**src/rtl/nts_api_pkg.sv**
```systemverilog
// rtl/nts_api_pkg.sv - shared widths, grant and FSM encodings for the NTS API arbiter
package nts_api_pkg;

  localparam int API_ADDR_W = 12;
  localparam int API_DATA_W = 32;
  localparam int CNT_W      = 8;

  localparam logic GRANT_A = 1'b0;
  localparam logic GRANT_B = 1'b1;

  typedef enum logic [1:0] {
    ST_IDLE    = 2'd0,
    ST_ISSUE   = 2'd1,
    ST_WAIT    = 2'd2,
    ST_RESPOND = 2'd3
  } state_t;

endpackage

```
**src/rtl/nts_api_rr_arbiter.sv**
```systemverilog
// rtl/nts_api_rr_arbiter.sv - two-input round-robin grant with last-grant memory
module nts_api_rr_arbiter
  import nts_api_pkg::*;
(
  input  logic i_clk,
  input  logic i_areset_n,
  input  logic i_req_a,
  input  logic i_req_b,
  input  logic i_update,
  output logic o_grant
);

  logic r_last_grant;

  // On a tie the master not served last wins; a lone requester always wins.
  always_comb begin
    o_grant = GRANT_A;
    if (i_req_a && i_req_b) begin
      o_grant = (r_last_grant == GRANT_A) ? GRANT_B : GRANT_A;
    end else if (i_req_b) begin
      o_grant = GRANT_B;
    end
  end

  always_ff @(posedge i_clk or negedge i_areset_n) begin
    if (!i_areset_n) begin
      r_last_grant <= GRANT_B;
    end else if (i_update) begin
      r_last_grant <= o_grant;
    end
  end

endmodule

```
**src/rtl/nts_api_arbiter.sv**
```systemverilog
// rtl/nts_api_arbiter.sv - shares the NTS engine API port between host (A) and debug (B) masters
module nts_api_arbiter
  import nts_api_pkg::*;
#(
  parameter int TIMEOUT = 16
) (
  input  logic                  i_clk,
  input  logic                  i_areset_n,
  input  logic                  i_a_req,
  input  logic                  i_a_we,
  input  logic [API_ADDR_W-1:0] i_a_address,
  input  logic [API_DATA_W-1:0] i_a_write_data,
  input  logic                  i_b_req,
  input  logic                  i_b_we,
  input  logic [API_ADDR_W-1:0] i_b_address,
  input  logic [API_DATA_W-1:0] i_b_write_data,
  output logic                  o_a_ack,
  output logic                  o_a_error,
  output logic                  o_b_ack,
  output logic                  o_b_error,
  output logic [API_DATA_W-1:0] o_read_data,
  output logic                  o_api_cs,
  output logic                  o_api_we,
  output logic [API_ADDR_W-1:0] o_api_address,
  output logic [API_DATA_W-1:0] o_api_write_data,
  input  logic [API_DATA_W-1:0] i_api_read_data,
  input  logic                  i_api_read_data_valid,
  input  logic                  i_api_busy
);

  localparam logic [CNT_W-1:0] TO_LAST = CNT_W'(TIMEOUT - 1);

  state_t                r_state;
  state_t                w_state_nx;
  logic                  w_grant_en;
  logic                  w_cnt_clr;
  logic                  w_cnt_inc;
  logic                  w_resp_ok;
  logic                  w_resp_to;
  logic                  w_resp_done;
  logic                  w_rr_grant;

  logic                  r_grant;
  logic                  r_we;
  logic [API_ADDR_W-1:0] r_addr;
  logic [API_DATA_W-1:0] r_wdata;
  logic [CNT_W-1:0]      r_cnt;
  logic                  r_api_cs;
  logic [API_DATA_W-1:0] r_read_data;
  logic                  r_a_ack;
  logic                  r_b_ack;
  logic                  r_a_error;
  logic                  r_b_error;

  nts_api_rr_arbiter u_rr (
    .i_clk      (i_clk),
    .i_areset_n (i_areset_n),
    .i_req_a    (i_a_req),
    .i_req_b    (i_b_req),
    .i_update   (w_grant_en),
    .o_grant    (w_rr_grant)
  );

  always_ff @(posedge i_clk or negedge i_areset_n) begin
    if (!i_areset_n) begin
      r_state <= ST_IDLE;
    end else begin
      r_state <= w_state_nx;
    end
  end

  always_comb begin
    w_state_nx = r_state;
    w_grant_en = 1'b0;
    w_cnt_clr  = 1'b0;
    w_cnt_inc  = 1'b0;
    w_resp_ok  = 1'b0;
    w_resp_to  = 1'b0;
    case (r_state)
      ST_IDLE: begin
        if (!i_api_busy && (i_a_req || i_b_req)) begin
          w_grant_en = 1'b1;
          w_state_nx = ST_ISSUE;
        end
      end
      ST_ISSUE: begin
        w_cnt_clr  = 1'b1;
        w_state_nx = ST_WAIT;
      end
      ST_WAIT: begin
        // A response arriving on the last counted cycle still counts as success.
        if (i_api_read_data_valid) begin
          w_resp_ok  = 1'b1;
          w_state_nx = ST_RESPOND;
        end else if (r_cnt == TO_LAST) begin
          w_resp_to  = 1'b1;
          w_state_nx = ST_RESPOND;
        end else begin
          w_cnt_inc = 1'b1;
        end
      end
      ST_RESPOND: w_state_nx = ST_IDLE;
      default:    w_state_nx = ST_IDLE;
    endcase
  end

  assign w_resp_done = w_resp_ok | w_resp_to;

  always_ff @(posedge i_clk or negedge i_areset_n) begin
    if (!i_areset_n) begin
      r_grant     <= GRANT_A;
      r_we        <= 1'b0;
      r_addr      <= '0;
      r_wdata     <= '0;
      r_cnt       <= '0;
      r_api_cs    <= 1'b0;
      r_read_data <= '0;
      r_a_ack     <= 1'b0;
      r_b_ack     <= 1'b0;
      r_a_error   <= 1'b0;
      r_b_error   <= 1'b0;
    end else begin
      r_api_cs  <= w_grant_en;
      r_a_ack   <= w_resp_done && (r_grant == GRANT_A);
      r_b_ack   <= w_resp_done && (r_grant == GRANT_B);
      r_a_error <= w_resp_to && (r_grant == GRANT_A);
      r_b_error <= w_resp_to && (r_grant == GRANT_B);
      // Fields are frozen at grant so later requester activity cannot disturb the cycle.
      if (w_grant_en) begin
        r_grant <= w_rr_grant;
        r_we    <= (w_rr_grant == GRANT_B) ? i_b_we         : i_a_we;
        r_addr  <= (w_rr_grant == GRANT_B) ? i_b_address    : i_a_address;
        r_wdata <= (w_rr_grant == GRANT_B) ? i_b_write_data : i_a_write_data;
      end
      if (w_cnt_clr) begin
        r_cnt <= '0;
      end else if (w_cnt_inc) begin
        r_cnt <= r_cnt + 1'b1;
      end
      if (w_resp_ok) begin
        r_read_data <= i_api_read_data;
      end else if (w_resp_to) begin
        r_read_data <= '0;
      end
    end
  end

  assign o_a_ack          = r_a_ack;
  assign o_b_ack          = r_b_ack;
  assign o_a_error        = r_a_error;
  assign o_b_error        = r_b_error;
  assign o_read_data      = r_read_data;
  assign o_api_cs         = r_api_cs;
  assign o_api_we         = r_we;
  assign o_api_address    = r_addr;
  assign o_api_write_data = r_wdata;

endmodule

```
**config.mk**
```make
export PLATFORM = sky130hd
export DESIGN_NAME = nts_api_arbiter
export DESIGN_NICKNAME = d
export VERILOG_FILES = /design/src/rtl/nts_api_pkg.sv /design/src/rtl/nts_api_rr_arbiter.sv /design/src/rtl/nts_api_arbiter.sv
export SDC_FILE = /design/constraint.sdc
export NUM_CORES = 1
export LEC_CHECK = 0
export ABC_AREA = 1
export BUFFER_PORTS_ARGS = -buffer_cell sky130_fd_sc_hd__buf_4
export CORE_UTILIZATION = 42
export DETAILED_ROUTE_END_ITERATION = 8
export PLACE_DENSITY = 0.83
export SLEW_MARGIN = 20
export SYNTH_ARGS = -nofsm -noshare
export SYNTH_HDL_FRONTEND = slang
export SYNTH_SLANG_ARGS = --single-unit
```
**constraint.sdc**
```tcl
create_clock -name i_clk -period 1.4 [get_ports i_clk]
set_input_delay 0.07 -clock i_clk [delete_from_list [all_inputs] [get_ports i_clk]]
set_output_delay 0.07 -clock i_clk [all_outputs]
set_load 0.01 [all_outputs]
```
### After elaboration in Yosys (flattened, before gate mapping)

Cells that the tools add are included.
Widths: inputs -> output; s select.

* bits in registers: 94
* input port bits: 128
* output and inout port bits: 82
* logic and storage cells: 59

* $add $sub $neg: 1
* equality and inequality tests: 6
* multiplexer cells: 25
* bitwise logic cells: 2
* reductions and logical operators: 12

Operators by type and width (count)
* $mux 32: 3
* $mux 8: 2
* $mux 1: 15
* $mux 12: 1
* $add 8x1->8 const B: 1
* $eq 8x4->1 const B: 1
* $pmux 2 s4: 1
* $logic_and 1x1->1: 6
* $mux 2: 3
* $eq 2x2->1 const B: 2
* $reduce_bool 2->1: 2
* $ne 3x3->1 const B: 1
* $eq 2x1->1 const B: 1
* $logic_not 2->1: 1
* $ne 2x2->1 const B: 1
* $reduce_and 2->1: 1
* $logic_not 1->1: 1
* $logic_or 1x1->1: 1
* $not 1->1: 1
* $or 1x1->1: 1

### Depth between registers and ports, before layout

* depth in word-level cells: 6
* gate-level depth with buffers: 9

### Hierarchy

Synthesis repeated with hierarchy kept, for this count alone.

* cell total of the unflattened synthesis: 501
* area total of the unflattened synthesis: 4369.2 µm²

By module, submodules not included
* nts_api_arbiter: instances 1, cells an instance 494, area an instance 4316.6 µm², sequential area each 2327.2 µm²
* nts_api_rr_arbiter: instances 1, cells an instance 7, area an instance 52.6 µm², sequential area each 26.3 µm²

### Worst setup path after synthesis

OpenSTA, ideal clock, no wires.

* kind: flip-flop to flip-flop
* start point: register r_state[0]
* end point: register r_addr[3] (netlist: o_api_address[3])
* setup time: 76 ps
* arrival: 1350 ps
* required time: 1324 ps
* path slack: -26 ps
* stages on the path, launching flop included: 10
* path buffers: 3
* clock period less this slack: 1426 ps
* path through: dfrtp_1 > inv_1 > ha_1 > inv_1 > buf_6 > nor2_4 > buf_6 > buf_2 > o21ai_0 > o21ai_1

* longest elaborated chain between the ends: 2

Ends and longest elaborated chain
* start: declaration: line nts_api_arbiter.sv:33 `state_t r_state;`
* start signal: assignment: line nts_api_arbiter.sv:68 `r_state <= w_state_nx;`
* $logic_not 2->1: line nts_api_arbiter.sv:79 `case (r_state)`
* $mux 1: line nts_api_arbiter.sv:79
* end signal: assignment: line nts_api_arbiter.sv:132 `r_addr <= (w_rr_grant == GRANT_B) ? i_b_address : i_a_address;`
* end: declaration: line nts_api_arbiter.sv:45 `logic [API_ADDR_W-1:0] r_addr;`

Every way passes these cells.
A chain may end at the register's enable or synchronous reset.

### Worst setup path in the final report

* start point: register r_state[1]
* end point: register r_wdata[24] (netlist: o_api_write_data[24])

* longest elaborated chain between the ends: 2

Ends and longest elaborated chain
* $logic_not 2->1: line nts_api_arbiter.sv:79
* $mux 1: line nts_api_arbiter.sv:79
* end signal: assignment: line nts_api_arbiter.sv:133 `r_wdata <= (w_rr_grant == GRANT_B) ? i_b_write_data : i_a_write_data;`
* end: declaration: line nts_api_arbiter.sv:46 `logic [API_DATA_W-1:0] r_wdata;`

Every way passes these cells.

==> results_dict.tcl <==
set metrics [dict create \
    grt_usage_pct 30.94 \
    drv_cap 0 \
    setup_viol 90 \
    grt-ovfl-total 0 \
    synth.avg_cell_area_um2 8.617 \
    status "complete, but fails checks" \
    yosysWarnings 0 \
    tritoncts "built" \
    grt_pass1_vias 5143 \
    fin_nets 960 \
    drtPass1Iterations 6 \
    vias 5395 \
    critical_path_class "reg -> reg" \
    ys_seq_area_share_pct 54.95 \
    slew_violations 0 \
    power_mw 13.50 \
    dieArea_um2 10600 \
    synth_cell_types 24 \
    tightest_slew_ns 0.5120 \
    dpl.cell_count 833 \
    wl_per_cell_um 19.66 \
    io_buffers 209 \
    clock.fmax_mhz 628.4 \
    htreeDepth 3 \
    syn_area_um2 4283 \
    cts_buffers 9 \
    dp_hpwl_mm 9.207 \
    slowest_delay_ns 0.43 \
    io_pins 210 \
    totalWireLength_mm 19.03 \
    fillers 559 \
    syn_nets 629 \
    cp-start-kind "register" \
    postSynthCellCount 497 \
    whs_ns -0.01930 \
    min_period_ns 1.591 \
    route.detailed.drc 0 \
    finalHoldViolCount 10 \
    yosysTopAreaCellShare_pct 54.34 \
    layout-drive-gt1-share_pct 39.98 \
    core_um2 9819 \
    cts.path.max_buffers 2 \
    synth_seq_cells 94 \
    drt.antenna.violating_nets 0 \
    viasPerCell 5.573 \
    crit_top_cell "o21ai_1" \
    gp_congestion 0.8509 \
    skew_ns 0.008656 \
    hold_path_class "in -> reg" \
    final_cells 968 \
    fin_ws_ns -0.1915 \
    cp-end-kind "register" \
    rows 36 \
    clock_latency_ns 0.37 \
    crit_fanout 5 \
    relSlewSlack_pct 65.86 \
    area_growth_pct 83.38 \
    final_area_um2 7854 \
    fin_setup_tns_ns -8.050 \
    rsz0062_at_grt "yes" \
    antenna_found_initial 3 \
    ir_worst_vdd_mv 0.9895 \
    fin_crit_sh_pct 113.7 \
    ys_top_cells_by_area "dfrtp_1 54%, o21ai_0 14%, nand2_1 7.9%" \
    required_ns 1.68 \
    leakage_nw 3.779 \
    cts_sinks 94 \
    yosys.area.top_type "dfrtp_1" \
    violations "negative hold slack, negative setup slack" \
    fin_util_pct 79.98 \
    clock-root-buffer "clkbuf_8" \
    cp_slowest_cell "dfrtp_1" \
    grt_first_pass_wirelength_mm 24.70 \
    start_util_pct 43.62 \
    placement.cell_area_um2 6141 \
    crit_arrival_ns 1.87 \
    die-width_um 103.0 \
    place_worst_setup_slack_ns -0.1487 \
    grt_max_degree 47 \
    crit_chain "inv_2 > ha_4 > inv_4 > nor2_4 > buf_12 > clkbuf_16 > o21ai_1 > o21ai_1" \
    clk_pin_slew_ns 0.10 \
    drtIter0Drc 361 \
    power.density_nw_per_um2 1719 \
    fp.dieH_um 103.0 \
]
-- final cells by class --
type / count / area, um2 / share of cell area (%)
inverters: 17 / 71.32 / 0.9081
clock buffers: 10 / 127.6 / 1.625
multi-input cells: 354 / 1887 / 24.02
flip-flops and latches: 94 / 2354 / 29.97
repair buffers: 352 / 3157 / 40.19
well taps: 133 / 166.4 / 2.119
diodes: 2 / 5.005 / 0.06372
clock inverters: 6 / 86.33 / 1.099
-- worst max-delay path: cells and delay by family, from the launching register on --
| family | cells | cell delay [ns] |
|---|---|---|
| AOI/OAI and AO/OA | 2 | 0.25 |
| DFF | 1 | 0.43 |
| buffers and inverters | 4 | 0.46 |
| and+or+nand+nor | 1 | 0.22 |
| adders and majority gates | 1 | 0.15 |
-- cell families (layout without fill, tap and decap cells) --
| group | after synthesis | count (layout) | synth area share, % |
|---|---|---|---|
| xor+xnor | 1 | 1 | 0.2045 |
| other cells | 0 | 2 | 0 |
| simple gates | 201 | 201 | 20.22 |
| buf+inv | 49 | 385 | 5.579 |
| compound gates | 148 | 148 | 17.88 |
| fa+ha+maj | 4 | 4 | 1.169 |
| flops | 94 | 94 | 54.95 |
-- flip-flops by register name (all words and copies together) (netlist names) --
| signal | flops |
|---|---|
| o_api_cs | 1 |
| o_api_write_data | 32 |
| o_b_ack | 1 |
| o_api_we | 1 |
| o_b_error | 1 |
| o_read_data | 32 |
| u_rr.r_last_grant | 1 |
| o_a_ack | 1 |
| o_a_error | 1 |
| r_cnt | 8 |
| o_api_address | 12 |
| r_state | 2 |
| r_grant | 1 |
-- cells in the mapped netlist (all sizes together) --
cell type / n
a21oi: 2
inv: 16
ha: 4
o21ai: 145
dfrtp: 93
nand2: 93
o21bai: 1
clkinv: 1
dfstp: 1
clkbuf: 21
buf: 11
nand4: 3
nor2: 58
nand3: 47
xor2: 1
-- cell usage in the layout (no fill, tap or decap), types with 2 or more instances in the layout --
master         synthesis  routed
buf_4                  1     233
dlygate4sd3_1          0      98
dfrtp_1               93      93
nand2_1               90      89
o21ai_1               20      58
nor2_1                55      53
o21ai_0              124      53
nand3_1               47      40
o21ai_2                0      32
inv_1                 15      10
buf_12                 0      10
clkbuf_8               0       9
nand3_2                0       7
clkbuf_16              0       6
inv_2                  1       4
nor2_4                 3       3
nand2_2                3       3
buf_6                  6       3
diode_2                0       2
nor2_2                 0       2
a21oi_2                2       2
o21ai_4                1       2
nand4_1                2       2
ha_2                   0       2
bufinv_16              0       2
clkinv_2               0       2
-- power by group --
group          switching [mW]  leakage (nW)  internal, mW
clock                    1.01         0.106          1.00
sequential              0.748          1.18          3.88
combinational            3.54          2.49          3.32
-- final timing paths --
kind                                     from                    to  depth (start not counted)  slack [ns]
hold reg to reg                       r_grant               o_a_ack                          1        0.46
max in group asynchronous          i_areset_n       o_read_data[11]                          3        0.54
setup / recovery                   r_state[1]  o_api_write_data[24]                          8       -0.19
hold / removal             i_a_write_data[26]  o_api_write_data[26]                          3       -0.02
setup reg to reg                   r_state[1]  o_api_write_data[24]                          8       -0.19
min in group asynchronous          i_areset_n              r_cnt[3]                          2        0.21
-- what timing repair did --
action / in CTS / in global routing
hold buffers: 91 / 7
pin swaps: 4 / 33
gates cloned: 2 / 7
setup endpoints to repair: 81 / 92
hold endpoints to repair: 107 / 7
gates resized for setup: 32 / 98
setup buffers: 3 / 8
-- metal layers --
| layer | track usage [%] | share of wire (%) |
|---|---|---|
| met1 | 33.16 | 34 |
| met2 | 53.44 | 51 |
| met3 | 6.780 | 7.0 |
| met4 | 23.51 | 7.6 |
| met5 | 0 | 0 |
Power figures use the tool's default switching activity.
